===== config.mk =====
export PLATFORM = sky130hd
export DESIGN_NAME = pipe_ctrl_flat
export DESIGN_NICKNAME = d
export VERILOG_FILES = /design/src/rtl/pipe_ctrl_if.sv /design/src/rtl/pipe_ctrl.sv /design/src/flat_wrapper.sv
export SDC_FILE = /design/constraint.sdc
export NUM_CORES = 1
export LEC_CHECK = 0
export CORE_MARGIN = 4
export CORE_UTILIZATION = 40
export DETAILED_ROUTE_END_ITERATION = 8
export PLACE_DENSITY = 0.81
export SYNTH_ARGS = -nofsm -noshare
export SYNTH_HDL_FRONTEND = slang
export SYNTH_SLANG_ARGS = --single-unit

===== constraint.sdc =====
create_clock -name clk -period 5.58 [get_ports clk]
set_clock_uncertainty 0.15 [all_clocks]
set_input_delay 1.395 -clock clk [delete_from_list [all_inputs] [get_ports clk]]
set_output_delay 1.395 -clock clk [all_outputs]
set_load 0.01 [all_outputs]

===== src/rtl/pipe_ctrl_if.sv =====
// Pipeline control bundle: stall/exception requests into the sequencer,
// per-register enable/flush and PC redirect back out to the datapath.
interface pipe_ctrl_if;
  logic        stallreq_if;
  logic        stallreq_id;
  logic        stallreq_ex;
  logic        stallreq_mem;
  logic [31:0] mem_except_type;
  logic [31:0] cp0_epc;
  logic [4:0]  en;
  logic [4:0]  flush;
  logic        redirect;
  logic [31:0] new_pc;

  modport master (
    input  stallreq_if, stallreq_id, stallreq_ex, stallreq_mem,
    input  mem_except_type, cp0_epc,
    output en, flush, redirect, new_pc
  );

  modport slave (
    output stallreq_if, stallreq_id, stallreq_ex, stallreq_mem,
    output mem_except_type, cp0_epc,
    input  en, flush, redirect, new_pc
  );
endinterface


===== src/rtl/pipe_ctrl.sv =====
// Five-stage pipeline sequencer: stall/exception arbitration into
// per-register enable/flush, plus a PC redirect that survives a busy fetch.
//
// state | meaning
// IDLE  | normal operation, exceptions may be taken
// PEND  | redirect target latched, waiting for fetch to accept it
module pipe_ctrl (
  input  logic         clk,
  input  logic         rst,
  pipe_ctrl_if.master  bus
);
  localparam logic [31:0] EXC_VECTOR = 32'hBFC00380;
  localparam logic [31:0] ERET_CODE  = 32'h0000000E;

  typedef enum logic {IDLE, PEND} state_t;

  state_t      state, state_nxt;
  logic        ex_hold, ex_hold_nxt;
  logic [31:0] pend_pc, pend_pc_nxt;
  logic [31:0] exc_pc;

  always_ff @(posedge clk or negedge rst) begin
    if (!rst) begin
      state   <= IDLE;
      ex_hold <= 1'b0;
      pend_pc <= 32'h0;
    end else begin
      state   <= state_nxt;
      ex_hold <= ex_hold_nxt;
      pend_pc <= pend_pc_nxt;
    end
  end

  assign exc_pc = (bus.mem_except_type == ERET_CODE) ? bus.cp0_epc : EXC_VECTOR;

  always_comb begin
    bus.en       = 5'b11111;
    bus.flush    = 5'b00000;
    bus.redirect = 1'b0;
    bus.new_pc   = 32'h0;
    state_nxt    = state;
    ex_hold_nxt  = 1'b0;
    pend_pc_nxt  = pend_pc;

    if (!rst) begin
      bus.en    = 5'b00000;
      bus.flush = 5'b11110;
    end else if (state == IDLE && bus.mem_except_type != 32'h0 && !bus.stallreq_mem) begin
      bus.flush    = 5'b11110;
      bus.redirect = 1'b1;
      bus.new_pc   = exc_pc;
      if (bus.stallreq_if) begin
        // Fetch cannot take the new PC yet; hold it until it can.
        bus.en      = 5'b11110;
        pend_pc_nxt = exc_pc;
        state_nxt   = PEND;
      end
    end else if (state == PEND) begin
      bus.redirect = 1'b1;
      bus.new_pc   = pend_pc;
      bus.flush    = 5'b00010;
      bus.en       = {4'b1111, !bus.stallreq_if};
      if (!bus.stallreq_if)
        state_nxt = IDLE;
    end else if (bus.stallreq_mem) begin
      bus.en    = 5'b10000;
      bus.flush = 5'b10000;
    end else if (bus.stallreq_ex) begin
      // First EX stall cycle lets the instruction in MEM retire; later ones bubble.
      bus.en      = 5'b10000;
      bus.flush   = {ex_hold, 4'b0000};
      ex_hold_nxt = 1'b1;
    end else if (bus.stallreq_id) begin
      bus.en    = 5'b11000;
      bus.flush = 5'b00100;
    end else if (bus.stallreq_if) begin
      bus.en    = 5'b11100;
      bus.flush = 5'b00010;
    end
  end
endmodule


===== src/flat_wrapper.sv =====
// flat-port wrapper written by rule: the top's interface ports become plain ports
module pipe_ctrl_flat 
  (clk, rst, bus_stallreq_if, bus_stallreq_id, bus_stallreq_ex, bus_stallreq_mem, bus_mem_except_type, bus_cp0_epc, bus_en, bus_flush, bus_redirect, bus_new_pc);
  pipe_ctrl_if bus_i ();
  input  logic clk;
  input  logic rst;
  input wire logic [$bits(bus_i.stallreq_if)-1:0] bus_stallreq_if;
  input wire logic [$bits(bus_i.stallreq_id)-1:0] bus_stallreq_id;
  input wire logic [$bits(bus_i.stallreq_ex)-1:0] bus_stallreq_ex;
  input wire logic [$bits(bus_i.stallreq_mem)-1:0] bus_stallreq_mem;
  input wire logic [$bits(bus_i.mem_except_type)-1:0] bus_mem_except_type;
  input wire logic [$bits(bus_i.cp0_epc)-1:0] bus_cp0_epc;
  output wire logic [$bits(bus_i.en)-1:0] bus_en;
  output wire logic [$bits(bus_i.flush)-1:0] bus_flush;
  output wire logic [$bits(bus_i.redirect)-1:0] bus_redirect;
  output wire logic [$bits(bus_i.new_pc)-1:0] bus_new_pc;
  assign bus_i.stallreq_if = bus_stallreq_if;
  assign bus_i.stallreq_id = bus_stallreq_id;
  assign bus_i.stallreq_ex = bus_stallreq_ex;
  assign bus_i.stallreq_mem = bus_stallreq_mem;
  assign bus_i.mem_except_type = bus_mem_except_type;
  assign bus_i.cp0_epc = bus_cp0_epc;
  assign bus_en = bus_i.en;
  assign bus_flush = bus_i.flush;
  assign bus_redirect = bus_i.redirect;
  assign bus_new_pc = bus_i.new_pc;
  pipe_ctrl u_core (.clk(clk), .rst(rst), .bus(bus_i));
endmodule

# Yosys cells after proc, flatten, opt, wreduce, memory -nomap -nowiden
# Cells that the tools add are included.
[totals]
regBits = 34
[op_classes]
eq_ne = 2
bitwise = 1
reduce_logical = 7
mux = 31
[ops]
columns = ["cell", "n"]
rows = [
  ["$mux W32", 4],
  ["$mux W5", 12],
  ["$eq A32 B4 Y1 const B", 1],
  ["$reduce_bool A32 Y1", 1],
  ["$mux W1", 13],
  ["$mux W2", 2],
  ["$reduce_and A3 Y1", 1],
  ["$logic_and A1 B1 Y1", 2],
  ["$logic_not A1 Y1", 2],
  ["$ne A2 B2 Y1 const B", 1],
  ["$reduce_and A2 Y1", 1],
  ["$not A1 Y1", 1],
]

# Depth between registers and ports, before layout
# Gate-level depths: netlist of run 1.
[logic_depth]
word_depth = 7
ltp_mapped = 6
ltp_nobuf = 4

# Worst setup path after synthesis of run 1
# No wires, ideal clock.
[synth_timing]
kind = "input port to output port"
from = "input port bus_mem_except_type[12]"
to = "output port bus_new_pc[22]"
path_buffers = 1
required_time_ns = 4.035
arrival_ns = 2.688
path_stages = 5
path_slack_ns = 1.347
path_cell_list = "nor4_2 -> nand4_1 -> o31a_2 -> clkbuf_1 -> a221o_1"
[synth_via]
elab_chain_cells = 5
elab_cells_between_ends = 7
[synth_rtl]
columns = ["element", "line", "source"]
rows = [
  ["start, declared", "flat_wrapper.sv:11", "input wire logic [$bits(bus_i.mem_except_type)-1:0] bus_mem_except_type;"],
  ["$reduce_bool A32 Y1", "pipe_ctrl.sv:48", "end else if (state == IDLE && bus.mem_except_type != 32'h0 && !bus.stallreq_mem) begin"],
  ["$logic_and A1 B1 Y1 (2 in series)", "pipe_ctrl.sv:48", ""],
  ["$mux W32 *", "pipe_ctrl.sv:48", ""],
  ["$mux W32 *", "pipe_ctrl.sv:45", "if (!rst) begin"],
  ["end, declared", "flat_wrapper.sv:16", "output wire logic [$bits(bus_i.new_pc)-1:0] bus_new_pc;"],
]
# Every way passes the cells marked *; elsewhere a longest branch is shown, timed or not.

# Worst setup path in the final report of run 1
[layout_timing]
from = "input port bus_mem_except_type[12]"
to = "output port bus_flush[2]"
[layout_via]
elab_chain_cells = 5
[layout_rtl]
columns = ["element", "line", "source"]
rows = [
  ["$reduce_bool A32 Y1", "pipe_ctrl.sv:48", ""],
  ["$logic_and A1 B1 Y1 (2 in series)", "pipe_ctrl.sv:48", ""],
  ["$mux W5", "pipe_ctrl.sv:48", ""],
  ["$mux W5", "pipe_ctrl.sv:45", ""],
  ["end, declared", "flat_wrapper.sv:14", "output wire logic [$bits(bus_i.flush)-1:0] bus_flush;"],
]
# Every way passes these cells.

==> results of run 1 <==
## worst register-to-register path, cell delays in order (launching register included)
cell and delay (ns):
dfrtp_1 0.75, nor3b_2 0.39, nand2_1 0.16, a31oi_1 0.83, o22a_2 0.26
## through the flow
step / worst slack (ns) / util [%] / hold WS [ns] / area (um^2)
final: 0.2816 / 66.25 / 0.3532 / 3448
after global routing: 0.09841 / 66.25 / 0.3730 / 3448
after CTS: 0.1614 / 66.15 / 0.3605 / 3443
after detailed placement: 0.1678 / 64.04 / 0.3414 / 3333
after global placement: 0.2939 / 64.04 / 0.3384 / 3333
after floorplan: 1.347 / - / 0.3228 / 2195
## sequential cells by signal (all words and copies together) (netlist names)
register	flops
u_core.ex_hold	1
u_core.state	1
u_core.pend_pc	32
## cell usage in the layout (no fill, tap or decap), drive strengths merged, types with 2 or more instances in the layout
master	synthesis	layout
clkdlybuf4s50	0	110
dfrtp	34	34
nand2	25	25
and3	23	23
nand3	21	21
a21boi	20	20
a22o	20	20
a221o	12	12
o22a	12	12
buf	13	11
clkbuf	16	8
nor4	7	7
a21oi	5	5
nor2	4	4
nor3	4	4
nand4	2	2
a31oi	2	2
and4	2	2
## kinds of logic (layout without fill, tap and decap cells)
logic type	count (synthesis)	count (layout)	synth area share, %
other	1	1	0.1709
flip-flops	34	34	38.77
buffers and inverters	30	130	6.385
AO/OA/AOI/OAI	79	79	29.76
AND/OR/NAND/NOR	95	95	24.92
## worst paths after layout
| path | depth (start not counted) | slack (ns) | endpoint |
|---|---|---|---|
| hold / removal | 1 | 0.35 | u_core.pend_pc[3] |
| min in group asynchronous | 2 | 0.98 | u_core.state |
| hold reg to reg | 1 | 0.35 | u_core.pend_pc[3] |
| max in group asynchronous | 3 | 3.66 | u_core.pend_pc[31] |
| setup / recovery | 6 | 0.28 | bus_flush[2] |
| setup reg to reg | 4 | 2.99 | u_core.pend_pc[24] |
## routing by layer
metal  wire [um]  part of all wire, %
met1        2874                   42
met2        3276                   48
met3         591                  8.7
met4          81                  1.2
met5           0                    0
## power groups by stage
stage | Clock, mW | Sequential [mW] | Combinational (mW)
2_1_floorplan | 0 | 0.261 | 0.0680
3_3_place_gp | 0 | 0.270 | 0.169
3_5_place_dp | 0 | 0.270 | 0.172
4_1_cts | 0.216 | 0.266 | 0.172
5_1_grt | 0.230 | 0.267 | 0.184
6_report | 0.211 | 0.266 | 0.171
## final cells by class
type	count	area [um^2]
flip-flops and latches	34	850.8
inverters	1	3.754
clock buffers	8	110.1
fillers	454	1757
well taps	70	87.58
repair buffers	121	1181
multi-input cells	175	1215
==> results.md, run 1 <==
* Status: finished, final reports clean
* Critical Path Fanout Max at 11
* Drc violations at 0
* Vias after detailed routing at 2339
* Power density cells at approximately 190 nW/um^2
* Met2 track demand over resource at 33.20%
* Placement Rows at 26
* Placed insts at 401
* Clock share of power at ~33%
* Dominant cell type by area after synthesis: dfrtp_1
* Syn Nets at between 300 and 400
* Hpwl dp at 5112 um
* Antenna Violating Nets Remaining at 0
* GRT busiest layer: met2
* Bufs on Longest Clock Path at 2
* Initial antenna violation count at 0
* Top-count cell post-synth: dfrtp_1
* Initial Util at a little over two fifths
* Gr usage total at between 20% and 30%
* # setup viols final at 0
* Met1 global-route usage at approximately 27%
* Register area share after synthesis at 38.77%
* Largest net degree at the start of global routing at 39
* Slowest stage cell, crit path: clkdlybuf4s50_1
* Maximum clock rate at 0.1887 GHz
* Skew-Pair Late Insertion Delay at 0.28 ns
* Post-CTS setup buffer count at 0
* GRT met3 Usage at 5.921%
* Vias in the first global route at 2240
* # resized after CTS at 0
* Critical path, cell by cell: clkdlybuf4s50_1, nor4_2, and4_2, and3_1, o311ai_0, clkdlybuf4s50_1
* Fin. Hold Viols at 0
* DR vias/cell at 5.719
* Total length of routed wires at 6824 um
* Port Buf Inserts at 111
* Cell-internal power at 0.4826 mW
* Number of top-level pins at 113
* Switching pwr at 0.1659 mW
* Final nets at between 400 and 500
* Worst-path clk slew at 0.06 ns
* Sw Ratio at 25.58%
* CP Capture Type: output pin
* CTS tree: done
* Worst-Margin Slew at 1.096 ns
* Layout Cells excl Fill at 409
* Unrepaired setup endpoints after global routing: false
* ANT cells at 0
* Ys flop type: dfrtp_1
* Mapped Avg Cell Area at approximately 9.2 um^2
* Period minus WS final at around 5.3 ns
* Yosys cell types at 39
* First-pass iteration count of the detailed router at 4
* Synth top area share at 38.77%
* Yosys reg bits at 34
* Tcrit/Tclk final at 94.95%
* Most used cell, CP: clkdlybuf4s50_1
* Die area at 6735 um^2
* Reg power frac at 41.0%
* Reg-to-Reg Start: u_core.state
* Sum Neg Setup Slack at 0 ns
* Worst EP required at between 4 and 5 ns
* First-pass GRT wire length at about 11000 um
* CP max stage delay at 0.56 ns
* Post-Syn Instances at 239
* Most frequent cells after synthesis: dfrtp_1 (34), nand2_1 (25), and3_1 (23)
* CP Class: input pin to output pin
* Total Power at 0.6486 mW
* Core area at ~5200 um^2
* CTS root buf: clkbuf_8
* WP data arrival at between 3 and 4 ns
* Lkg Pwr at 1.343 nW
* Buf/Inv on CP at 2
* Worst slew margin at 26.57%
* Worst vdd ir at 0.1150 mV
* Gpl congestion at 0.7709
* Share of layout cells above drive strength 1 at 10.32%
* Die X at 82.07 um
* Area grow syn2layout at 57.13%
* Startpoint types: input pin
* Grt total ovfl at 0
* Final Max Slew Viols at 0
* Yosys warns at 0
* Die Height at just over 80 um
* Logic pwr share at 26.4%
* WL/cell at 16.68 um
* Critical Path Start: bus_mem_except_type[12]
* Num CTS Buffers at 5
* Number of H-tree levels at 2
* CTS Sinks at 34
* HP Start: u_core.pend_pc[3]
* CP delay by family, top: simple AND/OR/NAND/NOR gates
* Max_cap viols at 0
* FFs w/ async S/R, synth at 100.0%
* Largest cells by area after synthesis: dfrtp_1 (39%), a22o_1 (8.0%), a21boi_0 (6.8%)
* Number of synthesized flops with an enable pin at 0
* DR iter-0 viols at 201
* Hold WC Path Type: flop to flop
* Hold_buf cts at 0
* Synth Cell Area at 2195 um^2
Power figures use the tool's default switching activity.
==> run 2, diff against run 1 <==
==> constraint.sdc (replaced) <==
create_clock -name clk -period 5.58 [get_ports clk]
set_clock_uncertainty 0.15 [all_clocks]
set_input_delay 1.395 -clock clk [delete_from_list [all_inputs] [get_ports clk]]
set_output_delay 1.395 -clock clk [all_outputs]
set_load 0.005 [all_outputs]
==> run 2 against run 1 <==
  * Critical path depth decreased by 1
  * Register-to-register slack improved by 0.02 ns
  * Count of clock-buffer cells in the layout decreased by 1
  * Worst hold slack improved by 0.00099 ns
  * Core utilization decreased by 0.75 points
  * Sequential power about the same
  * Die area unchanged
==> results.md, run 2 (synthesized netlist as in run 1, its figures left out) <==
* Status: finished, final reports clean (unchanged)
* Hold WC Path Type: flop to flop (unchanged)
* CP Capture Type: output pin (unchanged)
* Num CTS Buffers at 5 (unchanged)
* Gpl congestion at 0.7801 (was 0.7709)
* DP Worst Slack at 0.1854 ns (was 0.1678 ns)
* Max_cap viols at 0 (unchanged)
* Maximum clock rate at 0.1845 GHz (was 0.1887 GHz)
* Max Used Layer: met4 (unchanged)
* Number of H-tree levels at 2 (unchanged)
* Hpwl dp at 4936 um (was 5112 um)
* First-pass iteration count of the detailed router at 4 (unchanged)
* Slowest stage cell, crit path: nor3_1 (was clkdlybuf4s50_1)
* Core area at 5205 um^2 (unchanged)
* Vias in the first global route at 2237 (was 2240)
* Worst-path clk slew at 0.07 ns (was 0.06 ns)
* Sum Neg Setup Slack at 0 ns (unchanged)
* CTS tree: done (unchanged)
* DR WL met2 at 3125 um (was 3276 um)
* Unrepaired setup endpoints after global routing: false (unchanged)
* Grt total ovfl at 0 (unchanged)
* Most frequent cells in the layout: clkdlybuf4s50_1 (110), dfrtp_1 (34), nand2_1 (25), and3_1 (23), nand3_1 (21) (unchanged)
* Commonest non-fill, non-tap cell in the layout: clkdlybuf4s50_1 (unchanged)
* Largest Register: u_core.pend_pc (unchanged)
* Startpoint types: input pin (unchanged)
* Die Height at 82.07 um (unchanged)
* Initial Util at 42.16% (unchanged)
* Total Power at 0.5986 mW (was 0.6486 mW)
* Vias after detailed routing at 2316 (was 2339)
* Fin. Hold Viols at 0 (unchanged)
* Port Buf Inserts at 111 (unchanged)
* Die X at 82.07 um (unchanged)
* Worst slew margin at 17.93% (was 26.57%)
* CTS Sinks at 34 (unchanged)
* Number of flip-flops in the largest register at 32 (unchanged)
* Worst vdd ir at 0.09871 mV (was 0.1150 mV)
* Critical path, cell by cell: clkdlybuf4s50_1, nand2b_1, nor3_1, a221o_1, clkdlybuf4s50_1 (was clkdlybuf4s50_1, nor4_2, and4_2, and3_1, o311ai_0, clkdlybuf4s50_1)
* Area grow syn2layout at 55.36% (was 57.13%)
* Worst-Margin Slew at 1.222 ns (was 1.096 ns)
* Wire length on met1 at 2882 um (was 2874 um)
* Power density cells at 175.6 nW/um^2 (was 188.1 nW/um^2)
* Die area at 6735 um^2 (unchanged)
* # resized after CTS at 0 (unchanged)
* First-pass GRT wire length at 10420 um (was 10760 um)
* Critical Path Fanout Max at 12 (was 11)
* Skew-Pair Late Insertion Delay at 0.28 ns (about the same)
* Total length of routed wires at 6575 um (was 6824 um)
* Tcrit/Tclk final at 97.15% (was 94.95%)
* Setup ws final at 0.1591 ns (was 0.2816 ns)
* Initial antenna violation count at 0 (unchanged)
* Largest net degree at the start of global routing at 39 (unchanged)
* Antenna Violating Nets Remaining at 0 (unchanged)
* WL/cell at 16.12 um (was 16.68 um)
* Gr usage total at 19.77% (was 20.67%)
* Final nets at 408 (unchanged)
* Share of layout cells above drive strength 1 at 9.172% (was 10.32%)
* WP data arrival at 3.88 ns (was 3.75 ns)
* Post-CTS setup buffer count at 0 (unchanged)
* Worst EP required at 4.03 ns (about the same)
* DR iter-0 viols at 81 (was 201)
* Most used cell, CP: clkdlybuf4s50_1 (unchanged)
* Final Max Slew Viols at 0 (unchanged)
* CTS root buf: clkbuf_8 (unchanged)
* Placement Rows at 26 (unchanged)
* Met3 wire len at 513 um (was 591 um)
* Drc violations at 0 (unchanged)
* Lkg Pwr at 1.323 nW (was 1.343 nW)
* Number of top-level pins at 113 (unchanged)
* Bufs on Longest Clock Path at 2 (unchanged)
* CP max stage delay at 0.99 ns (was 0.56 ns)
* Period minus WS final at 5.421 ns (was 5.298 ns)
* CP Class: input pin to output pin (unchanged)
* DR vias/cell at 5.676 (was 5.719)
* ANT cells at 0 (unchanged)
* # setup viols final at 0 (unchanged)
* Biggest regs: u_core.pend_pc (32), u_core.ex_hold (1), u_core.state (1) (unchanged)
* Hold_buf cts at 0 (unchanged)
==> run 2: final timing paths <==
path	from	end	slack [ns]	depth (start not counted)
worst min-delay path	u_core.pend_pc[15]	u_core.pend_pc[15]	0.35	1
worst max register to register	u_core.state	u_core.pend_pc[31]	3.01	4
min in group asynchronous	rst	u_core.pend_pc[28]	0.76	1
worst max-delay path	bus_stallreq_mem	bus_new_pc[7]	0.16	5
worst min register to register	u_core.pend_pc[15]	u_core.pend_pc[15]	0.35	1
max in group asynchronous	rst	u_core.pend_pc[15]	3.94	2
==> run 2: per-layer routing <==
metal | vias up | track usage, %
li1 | 1107 | -
met1 | 1108 | 26.04
met2 | 94 | 32.55
met3 | 7 | 4.605
met4 | 0 | 5.150
met5 | - | 0
==> run 2: power by group <==
part / switching, mW / leakage [nW] / internal (mW)
clock network: 0.0853 / 0.0383 / 0.0859
registers: 0.0127 / 0.413 / 0.253
logic: 0.0571 / 0.872 / 0.104
==> run 2: final cells by class <==
class,instances,area [um^2]
timing repair buffer,121,1181
inverter,1,3.754
sequential,34,850.8
fill,448,1795
tap,70,87.58
multi-input combinational,175,1210
clock buffer,7,76.32
==> run 2: worst max-delay path: cells and delay by family <==
kind / cells / cell delay, ns
compound gates: 1 / 0.31
buf+inv: 2 / 0.96
simple gates: 2 / 1.21
==> run 2: stage by stage <==
step           instances  cell area, um^2  hold slack (ns)  util [%]
6_report             408             3410           0.3542     65.50
3_3_place_gp         401             3333           0.3386     64.04
3_5_place_dp         401             3333           0.3412     64.04
2_1_floorplan        239             2195           0.3228         -
5_1_grt              408             3410           0.3708     65.50
4_1_cts              408             3410           0.3603     65.50
